$ cat src/rtl/imm_encoder_if.sv
// imm_encoder_if: request/response bundle for the immediate encoder.
//   Request  side: in_valid, in_ready, value, is_mem_command
//   Response side: out_valid, out_ready, shift_operand, immediate,
//                  encodable, rot_found
// Modports: master = requester/consumer, slave = the encoder itself.
interface imm_encoder_if #(
    parameter int DATA_W = 32
);
    logic              in_valid;
    logic              in_ready;
    logic [DATA_W-1:0] value;
    logic              is_mem_command;
    logic              out_valid;
    logic              out_ready;
    logic [11:0]       shift_operand;
    logic              immediate;
    logic              encodable;
    logic [3:0]        rot_found;

    modport master (
        output in_valid, value, is_mem_command, out_ready,
        input  in_ready, out_valid, shift_operand, immediate, encodable, rot_found
    );

    modport slave (
        input  in_valid, value, is_mem_command, out_ready,
        output in_ready, out_valid, shift_operand, immediate, encodable, rot_found
    );
endinterface

$ cat src/rtl/imm_encoder.sv
// imm_encoder: searches for the ARM 12-bit shift_operand that reproduces a
// 32-bit constant.
//   Data-processing mode: finds the smallest rotate_imm such that
//   value == ROR(imm8, 2*rotate_imm), testing one rotation per cycle.
//   Memory mode: checks that value fits the 12-bit unsigned offset field,
//   answering in the cycle after the request is accepted.
// Ports:
//   clk   - rising-edge clock
//   rst_n - asynchronous active-low reset
//   bus   - imm_encoder_if slave modport (valid/ready request and response)
module imm_encoder #(
    parameter int DATA_W    = 32,
    parameter int ROT_STEPS = 16,
    parameter int MEM_OFF_W = 12
) (
    input  logic         clk,
    input  logic         rst_n,
    imm_encoder_if.slave bus
);
    localparam int ROT_W = $clog2(ROT_STEPS);
    localparam logic [ROT_W-1:0] LAST_ROT = ROT_W'(ROT_STEPS - 1);

    typedef enum logic [1:0] {
        ST_IDLE   = 2'd0,
        ST_SEARCH = 2'd1,
        ST_DONE   = 2'd2
    } state_t;

    state_t              state_q;
    logic [DATA_W-1:0]   value_q;
    logic [ROT_W-1:0]    rot_cnt_q;
    logic                in_ready_q;
    logic                out_valid_q;
    logic [ROT_W+7:0]    shift_operand_q;
    logic                immediate_q;
    logic                encodable_q;
    logic [ROT_W-1:0]    rot_found_q;

    logic [2*DATA_W-1:0] cand_wide_s;
    logic [DATA_W-1:0]   cand_s;
    logic                cand_hit_s;
    logic                mem_fit_s;

    // Candidate imm8 for the current rotation and the memory-offset range test.
    always_comb begin
        cand_wide_s = '0;
        cand_s      = '0;
        cand_hit_s  = 1'b0;
        mem_fit_s   = 1'b0;
        // Rotate-left by 2*rot_cnt: the upper half of the doubled word shifted
        // left is exactly the rotated value, so no iteration is needed.
        cand_wide_s = {value_q, value_q} << {rot_cnt_q, 1'b0};
        cand_s      = cand_wide_s[2*DATA_W-1:DATA_W];
        if (cand_s[DATA_W-1:8] == {(DATA_W-8){1'b0}}) begin
            cand_hit_s = 1'b1;
        end else begin
            cand_hit_s = 1'b0;
        end
        if (bus.value[DATA_W-1:MEM_OFF_W] == {(DATA_W-MEM_OFF_W){1'b0}}) begin
            mem_fit_s = 1'b1;
        end else begin
            mem_fit_s = 1'b0;
        end
    end

    // Control FSM with all handshake and result outputs registered.
    always_ff @(posedge clk or negedge rst_n) begin
        if (!rst_n) begin
            state_q         <= ST_IDLE;
            value_q         <= '0;
            rot_cnt_q       <= '0;
            in_ready_q      <= 1'b1;
            out_valid_q     <= 1'b0;
            shift_operand_q <= '0;
            immediate_q     <= 1'b0;
            encodable_q     <= 1'b0;
            rot_found_q     <= '0;
        end else begin
            case (state_q)
                ST_IDLE: begin
                    if (bus.in_valid && in_ready_q) begin
                        value_q    <= bus.value;
                        rot_cnt_q  <= '0;
                        in_ready_q <= 1'b0;
                        if (bus.is_mem_command) begin
                            // Memory offsets are resolved on the accept edge.
                            state_q     <= ST_DONE;
                            out_valid_q <= 1'b1;
                            immediate_q <= 1'b0;
                            rot_found_q <= '0;
                            if (mem_fit_s) begin
                                encodable_q     <= 1'b1;
                                shift_operand_q <= bus.value[MEM_OFF_W-1:0];
                            end else begin
                                encodable_q     <= 1'b0;
                                shift_operand_q <= '0;
                            end
                        end else begin
                            state_q <= ST_SEARCH;
                        end
                    end
                end
                ST_SEARCH: begin
                    if (cand_hit_s) begin
                        // Rotations are tried in increasing order, so the
                        // first hit is the smallest rotate_imm.
                        state_q         <= ST_DONE;
                        out_valid_q     <= 1'b1;
                        shift_operand_q <= {rot_cnt_q, cand_s[7:0]};
                        rot_found_q     <= rot_cnt_q;
                        encodable_q     <= 1'b1;
                        immediate_q     <= 1'b1;
                    end else if (rot_cnt_q == LAST_ROT) begin
                        state_q         <= ST_DONE;
                        out_valid_q     <= 1'b1;
                        shift_operand_q <= '0;
                        rot_found_q     <= LAST_ROT;
                        encodable_q     <= 1'b0;
                        immediate_q     <= 1'b0;
                    end else begin
                        rot_cnt_q <= rot_cnt_q + {{(ROT_W-1){1'b0}}, 1'b1};
                    end
                end
                ST_DONE: begin
                    if (bus.out_ready) begin
                        state_q     <= ST_IDLE;
                        out_valid_q <= 1'b0;
                        in_ready_q  <= 1'b1;
                    end
                end
                default: begin
                    state_q     <= ST_IDLE;
                    out_valid_q <= 1'b0;
                    in_ready_q  <= 1'b1;
                end
            endcase
        end
    end

    assign bus.in_ready      = in_ready_q;
    assign bus.out_valid     = out_valid_q;
    assign bus.shift_operand = shift_operand_q;
    assign bus.immediate     = immediate_q;
    assign bus.encodable     = encodable_q;
    assign bus.rot_found     = rot_found_q;
endmodule
$ cat src/flat_wrapper.sv
// flat-port wrapper written by rule: the top's interface ports become plain ports
module imm_encoder_flat 
#(
    parameter int DATA_W    = 32,
    parameter int ROT_STEPS = 16,
    parameter int MEM_OFF_W = 12
)
  (clk, rst_n, bus_in_valid, bus_value, bus_is_mem_command, bus_out_ready, bus_in_ready, bus_out_valid, bus_shift_operand, bus_immediate, bus_encodable, bus_rot_found);
  imm_encoder_if #(.DATA_W(DATA_W)) bus_i ();
  input  logic clk;
  input  logic rst_n;
  input wire logic [$bits(bus_i.in_valid)-1:0] bus_in_valid;
  input wire logic [$bits(bus_i.value)-1:0] bus_value;
  input wire logic [$bits(bus_i.is_mem_command)-1:0] bus_is_mem_command;
  input wire logic [$bits(bus_i.out_ready)-1:0] bus_out_ready;
  output wire logic [$bits(bus_i.in_ready)-1:0] bus_in_ready;
  output wire logic [$bits(bus_i.out_valid)-1:0] bus_out_valid;
  output wire logic [$bits(bus_i.shift_operand)-1:0] bus_shift_operand;
  output wire logic [$bits(bus_i.immediate)-1:0] bus_immediate;
  output wire logic [$bits(bus_i.encodable)-1:0] bus_encodable;
  output wire logic [$bits(bus_i.rot_found)-1:0] bus_rot_found;
  assign bus_i.in_valid = bus_in_valid;
  assign bus_i.value = bus_value;
  assign bus_i.is_mem_command = bus_is_mem_command;
  assign bus_i.out_ready = bus_out_ready;
  assign bus_in_ready = bus_i.in_ready;
  assign bus_out_valid = bus_i.out_valid;
  assign bus_shift_operand = bus_i.shift_operand;
  assign bus_immediate = bus_i.immediate;
  assign bus_encodable = bus_i.encodable;
  assign bus_rot_found = bus_i.rot_found;
  imm_encoder #(.DATA_W(DATA_W), .ROT_STEPS(ROT_STEPS), .MEM_OFF_W(MEM_OFF_W)) u_core (.clk(clk), .rst_n(rst_n), .bus(bus_i));
endmodule
$ cat config.mk
export PLATFORM = sky130hd
export DESIGN_NAME = imm_encoder_flat
export DESIGN_NICKNAME = d
export VERILOG_FILES = /design/src/rtl/imm_encoder_if.sv /design/src/rtl/imm_encoder.sv /design/src/flat_wrapper.sv
export SDC_FILE = /design/constraint.sdc
export NUM_CORES = 1
export LEC_CHECK = 0
export BUFFER_PORTS_ARGS = -buffer_cell sky130_fd_sc_hd__buf_2
export CAP_MARGIN = 5
export CORE_ASPECT_RATIO = 0.8
export CORE_MARGIN = 1.5
export CORE_UTILIZATION = 59
export DETAILED_ROUTE_END_ITERATION = 7
export GPL_TIMING_DRIVEN = 1
export PLACE_DENSITY = 0.81
export SYNTH_ARGS = -nofsm -noshare
export SYNTH_HDL_FRONTEND = slang
export SYNTH_SLANG_ARGS = --single-unit
$ cat constraint.sdc
create_clock -name clk -period 4.38 [get_ports clk]
set_input_delay 0.219 -clock clk [delete_from_list [all_inputs] [get_ports clk]]
set_output_delay 0.219 -clock clk [all_outputs]
set_load 0.005 [all_outputs]
==> impl_results.md <==
- Via count of the first global-routing pass: between 3000 and 4000
- Max cap viols: 0
- Number of max-slew violations in the final report: 0
- Total standard cell area after synthesis: 4370 um^2
- Vertical extent of the die: 80 um
- Total congestion overflow after global routing: 0
- Layer carrying the most global-route usage: met1
- Buffers on Ports: 56
- Post-detailed-route count of antenna-violating nets: 0
- Worst relative slew slack: 38.8%
- Global-route wire length before repair: 19300 um
- Highest net fanout along the worst path: 49
- Number of different library cells in the post-synthesis netlist: 54
- Final hold vios: 1
- Number of storage elements in the synthesis netlist: 58
- Post-Route Skew: 6.22 ps
- Area enclosed by the die boundary: 7940 um^2
- Violations in the final reports: hold timing
- Number of placement rows: 27
- Register clock-pin slew on the reported worst setup and hold paths: 70 ps
- Count of flip-flops with a built-in enable after synthesis: 0
- Placeable core area: 7030 um^2
- Commonest non-fill, non-tap cells in the layout: sky130_fd_sc_hd__buf_2, sky130_fd_sc_hd__dfrtp_1, sky130_fd_sc_hd__mux2_2
- Most common library cell in the layout ignoring fill and taps: sky130_fd_sc_hd__buf_2
- Worst IR Drop VDD: 416 uV
- Wirelength, routed: 11600 um
- Overall power of the completed layout: 3.57 mW
- Class of the worst hold path: in2async
- Most instantiated flip-flop cell in the synthesis netlist: sky130_fd_sc_hd__dfrtp_1
- Count of routing violations after the opening detailed-route iteration: 536
- Met3 Usage GRT: 10.4%
- Cts-stage hold buffer count: 0
- Area Growth Syn to Fin: 11.6%
- Share of final-layout standard cells stronger than drive strength 1: 35.1%
- Nets: roughly 500
- CP endpoint kind: flip-flop
- Effective utilization at floorplan: about 62%
- Detailed Routing Iterations Pass 1: 5
- Proportion of register bits with asynchronous set or reset after synthesis: 100%
- Fraction of the cycle the final worst path needs: 89.0%
- Final-layout setup total negative slack: 0 ps
- Final core utilization: 69.5%
- Pin count of the biggest net entering global routing: a little under 60
- Total via count in the routed design: 3844
- IO Pins: 57
- Kind of critical path: reg2reg
- RSZ-0062 raised after global routing: no
- Final antenna diode count: 0
- Static power due to leakage: ~2.0 nW
- Vias per cell: 6.96
- Antenna violations before repair: 0
- Final estimated routing congestion in global placement: 0.976
- Final-report setup violation count: 0
- Gate count after technology mapping: 419
- Fill count: 535
- Mapped Avg Cell Area: approximately 10 um^2
- Gates resized, CTS repair: 0
- Pwr dens: 732 nW/um^2
- Arrival time worst endpoint: 4130 ps
- CTS Buf Count: 9
- Met2 Usage GRT: a little under half
- Met1 layer usage reported by global route: 46.8%
- Number of setup buffers added after CTS: 0
- Die X: a little under 100 um
- Data required time of the critical path: around 4600 ps
- Synthesized net count: 457
- CTS tree: yes
- Seq/Total Area, Yosys: between 30% and 40%
- Worst-case clock buffer depth: 2
- Number of warnings reported in the yosys synthesis log: 0
- DRC violation count after routing: 0
- Critical path startpoint category: flip-flop
- Library cell used as clock root buffer: sky130_fd_sc_hd__clkbuf_8
- Final critical path time including I/O delays and setup: between 3000 and 4000 ps
- Run status: finished, violations left
- Actual slew at the worst max-slew pin: ~900 ps
- Detailed-placement wirelength estimate: 8160 um
- Clock insertion delay at the later pin of the skew report: 350 ps
- Avg WL per Cell: 21.1 um
- Number of levels in the clock H-tree: 3
- Tightest hold margin: -1.23 ps
- GRT Total Usage: 32.0%
- Clock sinks: 58
- Top achievable clock speed: 257 MHz
## critical path: stages (launching register included)
cell	delay [ps]
sky130_fd_sc_hd__dfrtp_4	740
sky130_fd_sc_hd__buf_4	590
sky130_fd_sc_hd__or3b_2	510
sky130_fd_sc_hd__a2111oi_0	610
sky130_fd_sc_hd__o211a_1	210
sky130_fd_sc_hd__o221ai_1	190
sky130_fd_sc_hd__o41ai_4	140
sky130_fd_sc_hd__a31oi_4	340
sky130_fd_sc_hd__a221o_1	440
## sequential cells by signal (all words and copies together), names as in the netlist
| register | count |
|---|---|
| u_core.bus.immediate | 1 |
| u_core.value_q | 32 |
| u_core.bus.out_valid | 1 |
| u_core.bus.in_ready | 1 |
| u_core.bus.shift_operand | 12 |
| u_core.bus.rot_found | 4 |
| u_core.state_q | 2 |
| u_core.rot_cnt_q | 4 |
| u_core.bus.encodable | 1 |
## final cells by class
class / count / area (um^2) / share of cell area [%]
tap: 87 / 109 / 2.23
timing repair buffer: 65 / 348 / 7.13
multi-input combinational: 314 / 2730 / 56.0
clock inverter: 3 / 40.0 / 0.820
clock buffer: 13 / 149 / 3.05
sequential: 58 / 1460 / 29.9
inverter: 12 / 45.0 / 0.923
## cell families after synthesis
group                    share of synthesized area, %
AND/OR/NAND/NOR                                  14.8
multiplexers                                     31.8
AO/OA/AOI/OAI                                    15.4
flip-flops                                       33.2
buffers and inverters                            4.55
adder cells (fa/ha/maj)                         0.286
## worst paths after layout
| path | from | end | slack (ps) | depth (start not counted) |
|---|---|---|---|---|
| min in group clk | bus_in_valid | u_core.bus.in_ready | 60 | 2 |
| setup reg to reg | u_core.rot_cnt_q[0] | u_core.bus.rot_found[0] | 480 | 8 |
| hold reg to reg | u_core.bus.shift_operand[10] | u_core.bus.shift_operand[10] | 490 | 1 |
| max in group asynchronous | rst_n | u_core.rot_cnt_q[0] | 3800 | 2 |
| setup / recovery | u_core.rot_cnt_q[0] | u_core.bus.rot_found[0] | 480 | 8 |
| hold / removal | rst_n | u_core.value_q[29] | -1 | 2 |
## per-stage QoR
step           cells  worst slack, ps  cell area (um^2)  hold WS (ps)
6_report         552              482              4880         -1.23
5_1_grt          552              228              4880          64.4
4_1_cts          552              507              4880          47.7
3_5_place_dp     536              535              4690           410
3_3_place_gp     536              646              4690           404
2_1_floorplan    419             1240              4370         -76.6
## power by group
part / switching, mW / leakage (nW) / internal (mW)
combinational: 0.859 / 1.21 / 0.977
sequential: 0.519 / 0.731 / 0.725
clock: 0.217 / 0.0974 / 0.277
total: 1.59 / 2.03 / 1.98
## cell usage after synthesis, drive strengths merged, types with 2 or more instances
cell type | n | area, um^2
dfrtp | 57 | 1430
mux2 | 48 | 541
nor2 | 34 | 128
mux4 | 31 | 698
a21oi | 27 | 135
nand2 | 22 | 82.6
clkbuf | 21 | 78.8
mux2i | 15 | 150
buf | 14 | 75.1
o21ai | 13 | 65.1
nor3 | 12 | 60.1
inv | 11 | 41.3
nand3 | 11 | 55.1
nand2b | 10 | 62.6
a32o | 9 | 90.1
a31oi | 8 | 65.1
nor4 | 8 | 50.1
and2 | 7 | 43.8
o211ai | 6 | 45.0
nand4 | 5 | 31.3
nor3b | 5 | 37.5
a2111o | 3 | 33.8
a211oi | 3 | 35.0
nor2b | 3 | 18.8
o2bb2ai | 3 | 26.3
or4 | 3 | 22.5
a2111oi | 2 | 17.5
a221o | 2 | 20.0
a22oi | 2 | 15.0
a32oi | 2 | 17.5
nor4b | 2 | 17.5
o41ai | 2 | 25.0
or3 | 2 | 12.5
or3b | 2 | 17.5
## routing by layer
layer	up-vias	part of all wire [%]
li1	1708	-
met1	1864	41
met2	250	44
met3	22	13
met4	0	1.4
met5	-	0
No activity file was read; power rests on OpenSTA's default activity.
